`src/rtl/pot_adc_reader_pkg.sv`:
```
// Shared widths and the frame-sequencer state encoding for the paddle ADC reader.
package pot_pkg;

  localparam int unsigned ADC_BITS   = 12;
  localparam int unsigned FRAME_BITS = 16;
  localparam int unsigned VALUE_BITS = 8;

  // Counter widths sized for the legal parameter ranges.
  localparam int unsigned BIT_CNT_W = 5;   // 0..16 rising edges
  localparam int unsigned GAP_CNT_W = 10;  // CONV_GAP up to 1023
  localparam int unsigned DIV_CNT_W = 8;   // CLK_DIV up to 255

  typedef enum logic [2:0] {
    IDLE,
    START,
    SHIFT,
    LATCH,
    GAP
  } state_t;

endpackage

```
`src/rtl/pot_adc_reader_if.sv`:
```
// Pmod ADC serial pins plus the filtered position bus presented to game logic.
interface pot_adc_reader_if;
  import pot_pkg::*;

  logic                  cs_n;
  logic                  sclk;
  logic                  sdata;
  logic [ADC_BITS-1:0]   adc_raw;
  logic [VALUE_BITS-1:0] value;
  logic                  value_valid;

  // Reader side: drives the ADC control lines and the position outputs.
  modport master (
    output cs_n, sclk, adc_raw, value, value_valid,
    input  sdata
  );

  // ADC / consumer side.
  modport slave (
    input  cs_n, sclk, adc_raw, value, value_valid,
    output sdata
  );

endinterface

```
`src/rtl/pot_adc_reader_sclk_divider.sv`:
```
// SCLK generator: divides sys_clk by CLK_DIV per half-period, idles high while cleared.
// The rise flag is combinational: it is high in the cycle whose edge drives sclk high.
module sclk_divider
  import pot_pkg::*;
#(
  parameter int unsigned CLK_DIV = 2
) (
  input  logic sys_clk,
  input  logic reset,
  input  logic clr,
  output logic sclk,
  output logic rise
);

  logic [DIV_CNT_W-1:0] div_cnt_q;
  logic                 sclk_q;
  logic                 toggle_c;

  assign toggle_c = !clr && (div_cnt_q == DIV_CNT_W'(CLK_DIV - 1));
  assign rise     = toggle_c && !sclk_q;
  assign sclk     = sclk_q;

  // Divider count and sclk toggle; reset forces sclk high immediately.
  always_ff @(posedge sys_clk or posedge reset) begin
    if (reset) begin
      div_cnt_q <= '0;
      sclk_q    <= 1'b1;
    end else if (clr) begin
      div_cnt_q <= '0;
      sclk_q    <= 1'b1;
    end else if (toggle_c) begin
      div_cnt_q <= '0;
      sclk_q    <= !sclk_q;
    end else begin
      div_cnt_q <= div_cnt_q + DIV_CNT_W'(1);
    end
  end

endmodule

```
`src/rtl/pot_adc_reader.sv`:
```
// Paddle potentiometer reader: frames the Pmod ADC serial transfer, keeps the
// 12 data bits of each 16-bit frame and presents an 8-bit position.
// Build option POT_AVG_EN: box-average 2^AVG_LOG2 samples before updating value.
module pot_adc_reader
  import pot_pkg::*;
#(
  parameter int unsigned CLK_DIV  = 2,
  parameter int unsigned CONV_GAP = 16,
  parameter int unsigned AVG_LOG2 = 2
) (
  input  logic              sys_clk,
  input  logic              reset,
  pot_adc_reader_if.master  bus
);

  if (CLK_DIV < 1 || CLK_DIV > 255) begin : g_bad_clk_div
    $error("CLK_DIV out of range 1..255");
  end
  if (CONV_GAP < 1 || CONV_GAP > 1023) begin : g_bad_conv_gap
    $error("CONV_GAP out of range 1..1023");
  end
  if (AVG_LOG2 > 4) begin : g_bad_avg_log2
    $error("AVG_LOG2 out of range 0..4");
  end

  state_t                state_q, state_d;
  logic [ADC_BITS-1:0]   shift_q;
  logic [BIT_CNT_W-1:0]  bit_cnt_q;
  logic [GAP_CNT_W-1:0]  gap_cnt_q;
  logic                  cs_n_q;
  logic [ADC_BITS-1:0]   adc_raw_q;
  logic [VALUE_BITS-1:0] value_q;
  logic                  value_valid_q;
  logic                  done_q;

  logic start_c, shift_c, latch_c, gap_c;
  logic sclk, rise;

  sclk_divider #(.CLK_DIV(CLK_DIV)) u_sclk_divider (
    .sys_clk (sys_clk),
    .reset   (reset),
    .clr     (!shift_c),
    .sclk    (sclk),
    .rise    (rise)
  );

  // State register.
  always_ff @(posedge sys_clk or posedge reset) begin
    if (reset) state_q <= IDLE;
    else       state_q <= state_d;
  end

  // Next-state: one frame is START, 16 sclk periods of SHIFT, LATCH, then the gap.
  always_comb begin
    state_d = state_q;
    unique case (state_q)
      IDLE:  state_d = START;
      START: state_d = SHIFT;
      SHIFT: if (rise && bit_cnt_q == BIT_CNT_W'(FRAME_BITS - 1)) state_d = LATCH;
      LATCH: state_d = GAP;
      GAP:   if (gap_cnt_q == GAP_CNT_W'(CONV_GAP)) state_d = START;
      default: state_d = IDLE;
    endcase
  end

  // Per-state control strobes.
  always_comb begin
    start_c = 1'b0;
    shift_c = 1'b0;
    latch_c = 1'b0;
    gap_c   = 1'b0;
    unique case (state_q)
      START:   start_c = 1'b1;
      SHIFT:   shift_c = 1'b1;
      LATCH:   latch_c = 1'b1;
      GAP:     gap_c   = 1'b1;
      default: ;
    endcase
  end

  // Frame datapath; the shift register only keeps 12 bits so the leading nibble falls off.
  always_ff @(posedge sys_clk or posedge reset) begin
    if (reset) begin
      shift_q   <= '0;
      bit_cnt_q <= '0;
      cs_n_q    <= 1'b1;
      adc_raw_q <= '0;
    end else begin
      if (start_c) begin
        shift_q   <= '0;
        bit_cnt_q <= '0;
        cs_n_q    <= 1'b0;
      end else if (rise) begin
        shift_q   <= {shift_q[ADC_BITS-2:0], bus.sdata};
        bit_cnt_q <= bit_cnt_q + BIT_CNT_W'(1);
      end
      if (latch_c) begin
        cs_n_q    <= 1'b1;
        adc_raw_q <= shift_q;
      end
    end
  end

  // Gap timer: cleared outside GAP, exits the gap when it reaches CONV_GAP.
  always_ff @(posedge sys_clk or posedge reset) begin
    if (reset)      gap_cnt_q <= '0;
    else if (gap_c) gap_cnt_q <= gap_cnt_q + GAP_CNT_W'(1);
    else            gap_cnt_q <= '0;
  end

`ifdef POT_AVG_EN
  localparam int unsigned ACC_W = ADC_BITS + AVG_LOG2;
  localparam int unsigned CNT_W = AVG_LOG2 + 1;

  logic [ACC_W-1:0] acc_q;
  logic [CNT_W-1:0] cnt_q;

  // Box filter: accumulate each LATCH, publish the truncated mean the cycle after a full window.
  always_ff @(posedge sys_clk or posedge reset) begin
    if (reset) begin
      acc_q         <= '0;
      cnt_q         <= '0;
      done_q        <= 1'b0;
      value_q       <= '0;
      value_valid_q <= 1'b0;
    end else begin
      value_valid_q <= done_q;
      done_q        <= latch_c && ((cnt_q + CNT_W'(1)) == CNT_W'(1 << AVG_LOG2));
      if (done_q) begin
        value_q <= VALUE_BITS'(acc_q >> (AVG_LOG2 + ADC_BITS - VALUE_BITS));
        acc_q   <= '0;
        cnt_q   <= '0;
      end else if (latch_c) begin
        acc_q <= acc_q + ACC_W'(shift_q);
        cnt_q <= cnt_q + CNT_W'(1);
      end
    end
  end
`else
  // Unfiltered: every LATCH publishes the top bits of the new sample on the next cycle.
  always_ff @(posedge sys_clk or posedge reset) begin
    if (reset) begin
      done_q        <= 1'b0;
      value_q       <= '0;
      value_valid_q <= 1'b0;
    end else begin
      done_q        <= latch_c;
      value_valid_q <= done_q;
      if (done_q) value_q <= VALUE_BITS'(adc_raw_q >> (ADC_BITS - VALUE_BITS));
    end
  end
`endif

  assign bus.cs_n        = cs_n_q;
  assign bus.sclk        = sclk;
  assign bus.adc_raw     = adc_raw_q;
  assign bus.value       = value_q;
  assign bus.value_valid = value_valid_q;

endmodule

```
`src/flat_wrapper.sv`:
```
// flat-port wrapper written by rule: the top's interface ports become plain ports
module pot_adc_reader_flat import pot_pkg::*;
#(
  parameter int unsigned CLK_DIV  = 2,
  parameter int unsigned CONV_GAP = 16,
  parameter int unsigned AVG_LOG2 = 2
)
  (sys_clk, reset, bus_cs_n, bus_sclk, bus_adc_raw, bus_value, bus_value_valid, bus_sdata);
  pot_adc_reader_if bus_i ();
  input  logic sys_clk;
  input  logic reset;
  output wire logic [$bits(bus_i.cs_n)-1:0] bus_cs_n;
  output wire logic [$bits(bus_i.sclk)-1:0] bus_sclk;
  output wire logic [$bits(bus_i.adc_raw)-1:0] bus_adc_raw;
  output wire logic [$bits(bus_i.value)-1:0] bus_value;
  output wire logic [$bits(bus_i.value_valid)-1:0] bus_value_valid;
  input wire logic [$bits(bus_i.sdata)-1:0] bus_sdata;
  assign bus_cs_n = bus_i.cs_n;
  assign bus_sclk = bus_i.sclk;
  assign bus_adc_raw = bus_i.adc_raw;
  assign bus_value = bus_i.value;
  assign bus_value_valid = bus_i.value_valid;
  assign bus_i.sdata = bus_sdata;
  pot_adc_reader #(.CLK_DIV(CLK_DIV), .CONV_GAP(CONV_GAP), .AVG_LOG2(AVG_LOG2)) u_core (.sys_clk(sys_clk), .reset(reset), .bus(bus_i));
endmodule
```
`config.mk`:
```
export PLATFORM = sky130hd
export DESIGN_NAME = pot_adc_reader_flat
export DESIGN_NICKNAME = d
export VERILOG_FILES = /design/src/rtl/pot_adc_reader_pkg.sv /design/src/rtl/pot_adc_reader_if.sv /design/src/rtl/pot_adc_reader_sclk_divider.sv /design/src/rtl/pot_adc_reader.sv /design/src/flat_wrapper.sv
export SDC_FILE = /design/constraint.sdc
export NUM_CORES = 1
export LEC_CHECK = 0
export BUFFER_PORTS_ARGS = -buffer_cell sky130_fd_sc_hd__buf_2
export CORE_ASPECT_RATIO = 0.7
export CORE_UTILIZATION = 45
export DETAILED_ROUTE_END_ITERATION = 16
export PLACE_DENSITY_LB_ADDON = 0.05
export SYNTH_ARGS = -nofsm -noshare
export SYNTH_HDL_FRONTEND = slang
export SYNTH_HIERARCHICAL = 1
export SYNTH_SLANG_ARGS = --single-unit
```
`constraint.sdc`:
```
create_clock -name sys_clk -period 6.4 [get_ports sys_clk]
set_input_delay 1.28 -clock sys_clk [delete_from_list [all_inputs] [get_ports sys_clk]]
set_output_delay 1.28 -clock sys_clk [all_outputs]
set_load 0.05 [all_outputs]
```
### Word level (Yosys, flattened, before mapping)

Cells that the tools add are included.

* add/sub/neg operators: 3
* eq/ne operators: 10
* multiplexer cells: 18
* reductions and logical operators: 8

Operators with widths (count)
* $mux 12: 2
* $mux 8: 2
* $pmux 3 s5: 1
* $add 10x1->10 const B: 1
* $eq 10x5->1 const B: 1
* $mux 10: 1
* $mux 5: 2
* $add 8x1->8 const B: 1
* $eq 8x1->1 const B: 1
* $mux 1: 8
* $eq 3x2->1 const B: 2
* $mux 3: 2
* $add 5x1->5 const B: 1
* $eq 5x4->1 const B: 1
* $ne 2x1->1 const B: 2
* $reduce_bool 2->1: 2
* $eq 3x1->1 const B: 1
* $eq 3x3->1 const B: 1
* $logic_and 1x1->1: 3
* $logic_not 3->1: 1
* $ne 2x2->1 const B: 1
* $reduce_and 2->1: 1
* $logic_not 1->1: 1

* bits in registers: 62
* input bits: 3
* output and inout port bits: 23
* word-level logic and storage cells: 50

### Depth between registers and ports, before layout

* depth in word-level cells: 7
* mapped depth: 8
* mapped depth without buffers: 7

### Hierarchy

Netlist, hierarchy kept.

Modules (own cells, without submodules)
* pot_adc_reader: instances 1, cells each 175, area each 2187.1 um2, sequential area each 1327.5 um2
* sclk_divider: instances 1, cells each 44, area each 440.4 um2, sequential area each 226.5 um2

### Worst setup path after synthesis

Ideal clock, no wire load.

* kind: register to register
* from: reg u_core.u_sclk_divider.div_cnt_q[1]
* to: reg u_core.bit_cnt_q[1]
* library setup time: 0.121 ns
* arrival time: 2.010 ns
* data required time: 6.279 ns
* setup slack: 4.269 ns
* stages on the path, launching flop included: 9
* buffers on the path: 2
* period minus slack after synthesis: 2.131 ns
* cell sequence: dfrtp_1 -> inv_1 -> ha_1 -> or4b_4 -> nor4_1 -> buf_2 -> buf_2 -> mux2i_1 -> nor2_1

* word-level cells in the longest chain between the ends: 4

Ends and longest elaborated chain
* start: declaration: RTL line pot_adc_reader_sclk_divider.sv:15 `logic [DIV_CNT_W-1:0] div_cnt_q;`
* start signal: assignment: RTL line pot_adc_reader_sclk_divider.sv:35 `div_cnt_q <= div_cnt_q + DIV_CNT_W'(1);`
* $eq 8x1->1: RTL line pot_adc_reader_sclk_divider.sv:19 `assign toggle_c = !clr && (div_cnt_q == DIV_CNT_W'(CLK_DIV - 1));`
* $logic_and 1x1->1: RTL line pot_adc_reader_sclk_divider.sv:19
* $logic_and 1x1->1: RTL line pot_adc_reader_sclk_divider.sv:20 `assign rise = toggle_c && !sclk_q;`
* named net u_core.rise: RTL line pot_adc_reader.sv:37 `logic sclk, rise;`
* $reduce_bool 2->1 (no source line)
* end signal: assignment: RTL line pot_adc_reader.sv:95 `bit_cnt_q <= bit_cnt_q + BIT_CNT_W'(1);`
* end: declaration: RTL line pot_adc_reader.sv:28 `logic [BIT_CNT_W-1:0] bit_cnt_q;`

The timed path passes the listed nets, and every way through them passes these cells.
A chain may end at the register's enable or synchronous reset.

### Final worst setup path

* from: reg u_core.u_sclk_divider.sclk_q (netlist: u_core/u_sclk_divider/sclk)
* to: out bus_sclk

RTL lines
* start: declaration: RTL line pot_adc_reader_sclk_divider.sv:16 `logic sclk_q;`
* start signal: assignment: RTL line pot_adc_reader_sclk_divider.sv:33 `sclk_q <= !sclk_q;`
* end: declaration: RTL line flat_wrapper.sv:13 `output wire logic [$bits(bus_i.sclk)-1:0] bus_sclk;`

No word-level cell between the ends.

==> reports/qor.txt <==
outcome -> completed
fin cells -> 328
die extent in y -> 65.9 um
fmax -> 412 MHz
total gr overflow -> 0
Critical path origin -> u_core/u_sclk_divider/sclk
cell family with most CP delay -> flip-flops
worst reg-to-reg path cell count -> 8
TritonCTS Sinks -> 62
leakage -> 1.57 nW
Int Power -> 0.000649 W
drt first-iter violations -> 50
post_cts resized -> 0
H-tree depth -> 3
post-layout util -> 56.6%
Starting Density -> 48.5%
hold path depth -> 2
Final HPWL DP -> 2.88 mm
commonest non-fill, non-tap cells in the layout -> dfrtp_1 (60), nor2_1 (30), buf_2 (25)
Setup crit end kind -> primary output
Pwr Total -> 0.000803 W
setup violators final -> 0
Post CTS Setup Buffer Count -> 0
die footprint -> 6150 um^2
Clock power frac -> 48.8%
DR WL/cell -> 13.4 um
DRC viols -> 0
worst hold path class -> reg -> reg
Reg2Reg Launch Point -> u_core/u_sclk_divider/div_cnt_q[1]
syn nets -> 228
worst hold start -> u_core/bus.cs_n
ant diodes -> 0
VDD IR max -> 0.000122 V
kind of critical path -> reg -> out
synthesis-to-finish area growth -> 16.8%
Syn. warnings -> 6
minimum hold slack -> 0.465 ns
number of instances in the synthesized netlist -> 219
Port Buf Inserts -> 25
post-detailed-routing wire length -> 4.40 mm
Seq/Total Area, Yosys -> 59.1%
#FFs+latches synth -> 62
commonest non-fill, non-tap cell in the layout -> dfrtp_1
detailed-route via count -> 1639
gpl congestion -> 0.774
Worst EP arrival -> 1.15 ns
Comb power frac -> 1.5%
TritonRoute pass-1 iters -> 4
Layout Nets -> 260
power per cell area -> 262 nW/um^2
CTS clk-pin slew, worst paths -> 0.06 ns
Crit Path Max Fanout -> 4
share of layout cells above drive strength 1 -> 27.3%
Net Sw Frac -> 19.1%
relative max-transition margin -> 26.1%
CTS tree -> yes
Die Wd -> 93.3 um
r2r setup slk -> 4.22 ns
post-route setup TNS -> 0 ns
global-route wire length before repair -> 7.56 mm
insertion delay to the later sink of the worst-skew pair -> 0.33 ns
critical path launch point type -> flip-flop
skew final -> 0.00564 ns
vias per cell -> 5.00
FP Rows -> 22
Worst-Margin Slew -> 1.10 ns
Yosys cell types -> 38
Placed Cells -> 312
vias in the first global route -> 1531
mapped cell area -> 2630 um^2
Levels on crit path -> 1
antenna viol nets, final -> 0
CTS Root Cell -> clkbuf_8
fin crit share -> 38.0%
R2R Path End -> u_core/state_q[0]
CP bufs+invs -> 1
final hold violation count -> 0
largest net degree at the start of global routing -> 54
CTS Buf Count -> 9
critical path's largest stage delay -> 0.55 ns
initial antenna violation count -> 0
Switch Pwr -> 0.000154 W
Worst EP required -> 5.12 ns
Slew Viols, Final -> 0
min Tclk post-route -> 2.43 ns
Max clock buf depth -> 2
worst-path cell chain -> buf_2
Core Area -> 5420 um^2
Crit-path slowest cell -> dfstp_2
count of hold-fix buffers inserted at cts -> 0
hold path endpoint -> u_core/bus.cs_n
gr usage total -> 16.7%
Post-Syn Area per Cell -> 12.0 um^2
I/O pins -> 26
part of the power in registers -> 49.6%
max_cap viols -> 0
RSZ-0062 raised after global routing -> false
cells by family after synthesis:
kind of cell	count (synthesis)	share of synthesized area, %
AO/OA/AOI/OAI	23	5.29
XOR/XNOR	9	3.00
adder cells (fa/ha/maj)	6	2.86
buffers and inverters	15	2.38
flip-flops	62	59.1
multiplexers	33	13.5
AND/OR/NAND/NOR	71	13.8
power groups by stage:
stage | Sequential, W | Combinational [W] | Clock (W)
floorplan | 0.000405 | 0.00000928 | 0
global placement | 0.000406 | 0.0000132 | 0
detailed placement | 0.000406 | 0.0000130 | 0
CTS | 0.000399 | 0.0000131 | 0.000402
global route | 0.000399 | 0.0000150 | 0.000422
finish | 0.000399 | 0.0000123 | 0.000392
worst max-delay path by stage:
stage / endpoint / slack, ns
after global placement: u_core/state_q[0] / 4.26
after floorplan: u_core/bit_cnt_q[0] / 3.84
after CTS: bus_sclk / 3.95
after global routing: bus_sclk / 3.92
after detailed placement: u_core/state_q[0] / 4.21
final: bus_sclk / 3.97
metal layers:
| layer | global-route usage (%) | routed length, um |
|---|---|---|
| met1 | 23.6 | 2460 |
| met2 | 21.9 | 1710 |
| met3 | 8.62 | 184 |
| met4 | 5.38 | 49 |
| met5 | 0 | 0 |
stage by stage:
| step | setup WS, ns | instance area (um^2) |
|---|---|---|
| floorplan | 3.84 | 2630 |
| finish | 3.97 | 3070 |
| CTS | 3.95 | 3070 |
| global placement | 4.26 | 2840 |
| detailed placement | 4.21 | 2840 |
| global route | 3.92 | 3070 |
synthesized netlist by cell type:
cell type  count  share of area (%)
a211o_1        1               0.33
nand3_1        7                1.3
o21a_1         2               0.57
o21ai_0        6                1.1
buf_2          5               0.95
nor3b_1        1               0.29
inv_1          9                1.3
o31ai_1        3               0.86
or3b_1         1               0.33
or3_1          5                1.2
dfstp_2        2                2.0
dfrtp_1       60                 57
and3_1         1               0.24
ha_1           6                2.9
nand3_2        1               0.38
nor3_1         2               0.38
a21oi_1        7                1.3
nand4_1        5                1.2
mux2_2        20                8.6
or3b_2         1               0.33
xor2_1         6                2.0
nand3b_1       1               0.29
or3_2          1               0.29
o21bai_1       1               0.29
nor4b_1        1               0.33
nor2_1        30                4.3
clkbuf_1       1               0.14
a211oi_1       1               0.29
o21ai_1        1               0.19
xnor2_1        3                1.0
and2_1         1               0.24
or4_1          2               0.57
nand2_1        8                1.1
a21o_1         1               0.29
or4b_4         1               0.52
nand2b_1       1               0.24
mux2i_1       13                5.0
nor4_1         1               0.24
layout make-up:
cell class,instances,area (um^2)
inverters,9,33.8
clock inverters,3,65.1
flip-flops and latches,62,1550
clock buffers,13,169
well taps,72,90.1
repair buffers,27,140
multi-input cells,142,1020
fillers,465,2350
state kept, by name (all words and copies together) (netlist names):
name                             flops
u_core/state_q                       3
u_core/gap_cnt_q                    10
u_core/u_sclk_divider/sclk           1
u_core/done_q                        1
u_core/bus.value_valid               1
u_core/bus.value                     8
u_core/shift_q                      12
u_core/bit_cnt_q                     5
u_core/bus.adc_raw                  12
u_core/bus.cs_n                      1
u_core/u_sclk_divider/div_cnt_q      8
No activity file was read; power rests on OpenSTA's default activity.
